File: src/rtl/serial_deser_if.sv
// serial_deser_if: serial input / parallel word output bundle for serial_deser.
// master drives the serial side and observes the word; slave is the deserializer.
interface serial_deser_if #(
  parameter int unsigned DATA_WIDTH = 4
);
  logic                  CE;
  logic                  D;
  logic                  BITSLIP;
  logic [DATA_WIDTH-1:0] Q;
  logic                  Q_VLD;

  modport master (
    output CE,
    output D,
    output BITSLIP,
    input  Q,
    input  Q_VLD
  );

  modport slave (
    input  CE,
    input  D,
    input  BITSLIP,
    output Q,
    output Q_VLD
  );
endinterface

File: src/rtl/serial_deser.sv
// serial_deser: bit-serial to parallel deserializer, MSB-first, with bit slip.
// One bit of D is captured per enabled clock; every N enabled non-slip cycles a
// word is presented on Q with a one-cycle Q_VLD strobe.
// Optional feature macro SERIAL_DESER_FORCE_EN: adds reset-free override
// registers Q_f / Q_v (written from the host side) that replace Q when Q_f=1.
module serial_deser #(
  parameter int unsigned                DATA_WIDTH = 4,
  parameter logic [DATA_WIDTH-1:0]      INIT_Q     = '0
) (
  input  logic               CLK,
  input  logic               RST_N,
  serial_deser_if.slave      bus
);

  localparam int unsigned SR_W  = DATA_WIDTH - 1;
  localparam int unsigned CNT_W = $clog2(DATA_WIDTH);
  localparam logic [CNT_W-1:0] CNT_LAST = CNT_W'(DATA_WIDTH - 1);

  // Reject unsupported word widths at elaboration
  generate
    if (DATA_WIDTH < 2 || DATA_WIDTH > 8) begin : g_bad_width
      $error("serial_deser: DATA_WIDTH must be in 2..8");
    end
  endgenerate

  logic [SR_W-1:0]       r_sr;
  logic [CNT_W-1:0]      r_cnt;
  logic [DATA_WIDTH-1:0] r_q;
  logic                  r_q_vld;

  logic [SR_W-1:0]       w_sr_nxt;
  logic [CNT_W-1:0]      w_cnt_nxt;
  logic [DATA_WIDTH-1:0] w_q_nxt;
  logic                  w_q_vld_nxt;
  logic [DATA_WIDTH-1:0] w_word;

  // Candidate word: the N-1 buffered bits followed by the current bit
  assign w_word = {r_sr, bus.D};

  // Next-state: shift on every enabled cycle; slip holds the counter so the
  // word boundary moves one bit later
  always_comb begin
    w_sr_nxt    = r_sr;
    w_cnt_nxt   = r_cnt;
    w_q_nxt     = r_q;
    w_q_vld_nxt = 1'b0;
    if (bus.CE) begin
      w_sr_nxt = SR_W'(w_word);
      if (!bus.BITSLIP) begin
        if (r_cnt == CNT_LAST) begin
          w_q_nxt     = w_word;
          w_q_vld_nxt = 1'b1;
          w_cnt_nxt   = '0;
        end else begin
          w_cnt_nxt = r_cnt + CNT_W'(1);
        end
      end
    end
  end

  // State registers with asynchronous reset
  always_ff @(posedge CLK or negedge RST_N) begin
    if (!RST_N) begin
      r_sr    <= '0;
      r_cnt   <= '0;
      r_q     <= INIT_Q;
      r_q_vld <= 1'b0;
    end else begin
      r_sr    <= w_sr_nxt;
      r_cnt   <= w_cnt_nxt;
      r_q     <= w_q_nxt;
      r_q_vld <= w_q_vld_nxt;
    end
  end

  assign bus.Q_VLD = r_q_vld;

`ifdef SERIAL_DESER_FORCE_EN
  // Host-side override; deliberately reset-free, starts at 0
  logic                  Q_f = 1'b0;
  logic [DATA_WIDTH-1:0] Q_v = '0;

  assign bus.Q = Q_f ? Q_v : r_q;
`else
  assign bus.Q = r_q;
`endif

endmodule

File: src/flat_wrapper.sv
// flat-port wrapper written by rule: the top's interface ports become plain ports
module serial_deser_flat 
#(
  parameter int unsigned                DATA_WIDTH = 4,
  parameter logic [DATA_WIDTH-1:0]      INIT_Q     = '0
)
  (CLK, RST_N, bus_CE, bus_D, bus_BITSLIP, bus_Q, bus_Q_VLD);
  serial_deser_if #(.DATA_WIDTH(DATA_WIDTH)) bus_i ();
  input  logic CLK;
  input  logic RST_N;
  input wire logic [$bits(bus_i.CE)-1:0] bus_CE;
  input wire logic [$bits(bus_i.D)-1:0] bus_D;
  input wire logic [$bits(bus_i.BITSLIP)-1:0] bus_BITSLIP;
  output wire logic [$bits(bus_i.Q)-1:0] bus_Q;
  output wire logic [$bits(bus_i.Q_VLD)-1:0] bus_Q_VLD;
  assign bus_i.CE = bus_CE;
  assign bus_i.D = bus_D;
  assign bus_i.BITSLIP = bus_BITSLIP;
  assign bus_Q = bus_i.Q;
  assign bus_Q_VLD = bus_i.Q_VLD;
  serial_deser #(.DATA_WIDTH(DATA_WIDTH), .INIT_Q(INIT_Q)) u_core (.CLK(CLK), .RST_N(RST_N), .bus(bus_i));
endmodule
File: config.mk
export PLATFORM = sky130hd
export DESIGN_NAME = serial_deser_flat
export DESIGN_NICKNAME = d
export VERILOG_FILES = /design/src/rtl/serial_deser_if.sv /design/src/rtl/serial_deser.sv /design/src/flat_wrapper.sv
export SDC_FILE = /design/constraint.sdc
export NUM_CORES = 1
export LEC_CHECK = 0
export CORE_AREA = 10 10 47 49
export DETAILED_ROUTE_END_ITERATION = 8
export DIE_AREA = 0 0 57 59
export GPL_TIMING_DRIVEN = 0
export RECOVER_POWER = 100
export SYNTH_ARGS = -nofsm -noshare
export SYNTH_HDL_FRONTEND = slang
export SYNTH_SLANG_ARGS = --single-unit
File: constraint.sdc
create_clock -name CLK -period 1.7 [get_ports CLK]
set_clock_uncertainty 0.2 [all_clocks]
set_input_delay 0.34 -clock CLK [delete_from_list [all_inputs] [get_ports CLK]]
set_output_delay 0.34 -clock CLK [all_outputs]
set_load 0.03 [all_outputs]
* Yosys cells after proc, flatten, opt, wreduce, memory -nomap -nowiden
Cells that the tools add are included.
** Operators by class
- Muxes and demuxes :: 4
- $add $sub $neg :: 1
- Eq/ne operators :: 1
- Reductions and logical operators :: 2
- Bitwise operators :: 1
** Operators by type and width (number)
- 1-bit 2-to-1 mux :: 3
- 3-bit AND reduction :: 1
- 2-bit by 1-bit adder with 2-bit output, second input constant :: 1
- 2-bit == test, second input constant :: 1
- 2-bit 2-to-1 mux :: 1
- 2-bit AND reduction :: 1
- 1-bit NOT :: 1
** Storage, ports and cells
- Register bits :: 10
- Bits of input ports :: 5
- Word-level logic and storage cells :: 13

* Depth between registers and ports, before layout
- Depth in word-level cells :: 4
- Depth in mapped cells :: 3
- Gate-level depth less buffers :: 3

* Least setup slack after synthesis
No wires, ideal clock.
- Path type :: register to register
- Start point :: register u_core.r_cnt[0]
- End point :: register u_core.r_q[0] (netlist: u_core.bus.Q[0])
- Slack :: 357 ps
- Buffers on the path :: 0
- Stages on the path, launching flop included :: 4
- Library setup time :: 125 ps
- Data arrival time :: 1018 ps
- Cells stage by stage :: dfrtp_1 > ha_1 > nand3b_4 > mux2_4
** On the way
- Word-level cells in the longest chain between the ends :: 2
** RTL lines
- from (decl) :: line serial_deser.sv:27 : logic [CNT_W-1:0] r_cnt;
- from (signal assigned) :: line serial_deser.sv:70 : r_cnt <= w_cnt_nxt;
- 2-bit == test :: line serial_deser.sv:50 : if (r_cnt == CNT_LAST) begin
- 3-bit AND reduction (no source line)
- to (signal assigned) :: line serial_deser.sv:71 : r_q <= w_q_nxt;
- to (decl) :: line serial_deser.sv:28 : logic [DATA_WIDTH-1:0] r_q;
No other way between the ends.
A chain may end at the register's enable or synchronous reset.

* Final worst setup path
- Start point :: input port bus_CE
- End point :: register u_core.r_cnt[0]
** On the way
- Word-level cells in the longest chain between the ends :: 1
** RTL lines
- from (decl) :: line flat_wrapper.sv:11 : input wire logic [$bits(bus_i.CE)-1:0] bus_CE;
- 2-bit AND reduction (no source line)
No other way between the ends.

==> metrics.md <==
| Metric | Value |
|---|---|
| Initial antenna violation count | 0 |
| Slowest stage cell on the critical path | clkdlybuf4s50_1 |
| DRT Pass-1 Iters | 2 |
| Routed WL | slightly above 700 um |
| Number of antenna diodes | 0 |
| Yosys top cell by area | dfrtp_1 |
| Max Buffers Root-to-Sink | 2 |
| Syn_area_per_cell | around 17 um^2 |
| CTS clock-pin slew for the worst setup and hold paths | around 60 ps |
| Sw Share | around a third |
| Top-area cell type share of the netlist area | between 60% and 70% |
| Die ar. | around 0.0034 mm^2 |
| Status | completed |
| Count leader, synth | dfrtp_1 |
| Avg WL per Cell | 13.56 um |
| Placed cell count | just under 50 |
| Via count | between 200 and 250 |
| Initial DRC Count | 2 |
| Share of power burned in registers | between 40% and 50% |
| Io pins | 10 |
| Floorplan row count | 14 |
| Total gr overflow | 0 |
| Max Cap Violations | 0 |
| P_int | between 0.5 and 0.6 mW |
| Tcrit/Tclk final | between 90% and 100% |
| CP max stage delay | between 600 and 700 ps |
| Final min period | 1554 ps |
| R2R cell count | 3 |
| Power per cell area | ~1600 mW/mm^2 |
| Die H | around 60 um |
| CP Cell Sequence | clkdlybuf4s50_1, and2b_1, mux2_2 |
| Hold crit path type | in2async |
| Worst Tran Pin Value | around 440 ps |
| Crit start category | input pin |
| Slew Limit Fails | 0 |
| Fill count | 147 |
| Htree depth | 1 |
| CTS tree | yes |
| Synth top area cells | dfrtp_1 (60%), mux2_4 (15%), mux2_2 (14%) |
| Hpwl dp | approximately 580 um |
| Synth Instances | 24 |
| Port bufs | 9 |
| Critical Path RT | 1640 ps |
| Antenna-violating nets left | 0 |
| Layout cells sized above 1 | between 20 and 30% |
| Final hold violation count | 0 |
| Synthesis warning total | 0 |
| Syn nets | 30 |
| Fin Hold WS | between 200 and 300 ps |
| Ys async rst share | 100.0% |
| Switch Pwr | 0.2969 mW |
| Detailed-route DRC error count | 0 |
| Crit. End Element | register |
| Max FO, Critical Path | 5 |
| CTS Sinks | 10 |
| Synth top cells by count | dfrtp_1 (10), mux2_2 (5), mux2_4 (4) |
| Combinational share of power | roughly two fifths |
| Post-synth EDFFs | 0 |
| Final setup margin | between 100 and 150 ps |
| RD Place Congestion | around 0.65 |
| Fin cells | 52 |
| Peak VDD IR | just under 0.0005 V |
| Dominant synthesized flop cell | dfrtp_1 |
| Final setup fails | 0 |
| CTS buffer count | 3 |
| Count of cell types in the netlist | 8 |
| Clk Latency, worst-skew pair | 260 ps |
| Core Region | 0.001401 mm^2 |
| Initial Utilization | between 20% and 30% |
| Synthesis-stage register bit count | 10 |
| Root Driver | clkbuf_4 |
| Die W | about 57 um |
| RSZ-0062 raised after global routing | no |
| Vias in the first global route | around 310 |
| GRT Util Overall | between 5 and 6% |
| Pre-CTS WS | -137.5 ps |
| Drt via density | around 4.5 |
| Final design utilization | 37.77% |
| Rel. slew slack | approximately 70% |
| First-pass GRT wire length | 1.269 mm |
| Post-CTS setup buffer count | 0 |
| Kind of critical path | in2reg |
| Max Fclk | between 0.6 and 0.7 GHz |
| Clk pwr share | between 10% and 20% |
| Area grow syn2layout | 27.79% |
| Largest net degree at the start of global routing | 11 |
| CP Data Arrival Time | about 1500 ps |
| Synthesized area | slightly above 400 um^2 |
| # nets final | 44 |
| Leakage power | between 0.2 and 0.3 nW |
| Sequential fraction of the synthesis area | between 60 and 70% |
## area by class of cell
type	instances	area [um^2]	area share (%)
sequential	10	250.2	47.28
multi-input combinational	13	148.9	28.13
timing repair buffer	9	83.83	15.84
clock buffer	3	22.52	4.255
tap	16	20.02	3.783
inverter	1	3.754	0.7092
## per-stage QoR
stage / instance area, um^2 / power [mW] / TNS [ps]
after global routing: 529.3 / 0.9091 / 0
after detailed placement: 524.3 / 0.7798 / -652.4
final: 529.3 / 0.8460 / 0
after global placement: 524.3 / 0.7645 / -438.4
after CTS: 540.5 / 0.8987 / 0
after floorplan: 414.1 / 0.6262 / 0
## cell families (layout without fill, tap and decap cells)
group	Yosys count	in the layout	synth area share, %
fa+ha+maj	1	1	3.021
mux	9	9	28.10
buf+inv	1	13	0.9055
flops	10	10	60.42
simple gates	3	3	7.553
## cell usage in the layout, fill, tap and decap left out
cell and count:
nand3b_4 1, and2b_1 1, nor2_1 1, clkdlybuf4s50_1 3
dfrtp_1 10, ha_1 1, clkbuf_4 3, dlygate4sd3_1 1
mux2_1 3, dlygate4sd2_1 5, mux2_4 1, mux2_2 5
inv_1 1
## path summary, 6_finish.rpt
kind	startpoint	to	slack [ps]
min in group CLK	u_core.bus.Q[1]	u_core.bus.Q[1]	300
max reg2reg	u_core.r_cnt[0]	u_core.bus.Q[3]	270
max in group asynchronous	RST_N	u_core.r_sr[2]	730
min	RST_N	u_core.r_cnt[1]	260
max	bus_CE	u_core.r_cnt[0]	150
min reg2reg	u_core.bus.Q[1]	u_core.bus.Q[1]	300
## sequential cells by signal (all words and copies together), names as in the netlist
name and flops:
u_core.bus.Q 4, u_core.r_sr 3, u_core.r_cnt 2, u_core.bus.Q_VLD 1
## per-layer routing
layer | wire length (um) | up-vias | track usage [%]
met5 | 0 | - | 0
met3 | 25 | 2 | 2.575
met2 | 382 | 7 | 8.992
li1 | - | 107 | -
met1 | 280 | 116 | 4.101
met4 | 17 | 0 | 4.027
## repair_timing
action | CTS | global route
hold buffers | 0 | 0
setup endpoints to repair | 5 | 0
resized for setup | 5 | 0
## critical path: cells and delay by family
kind,cells,cell delay (ps)
buffers and inverters,1,620
and+or+nand+nor,1,200
muxes,1,330
## power groups by stage
stage,clock network [mW],logic [mW],registers [mW]
floorplan,0,0.155,0.471
global placement,0,0.391,0.373
detailed placement,0,0.398,0.381
CTS,0.160,0.363,0.375
global route,0.173,0.352,0.385
finish,0.152,0.323,0.371
Note: power is estimated with default switching activity, not from simulation.
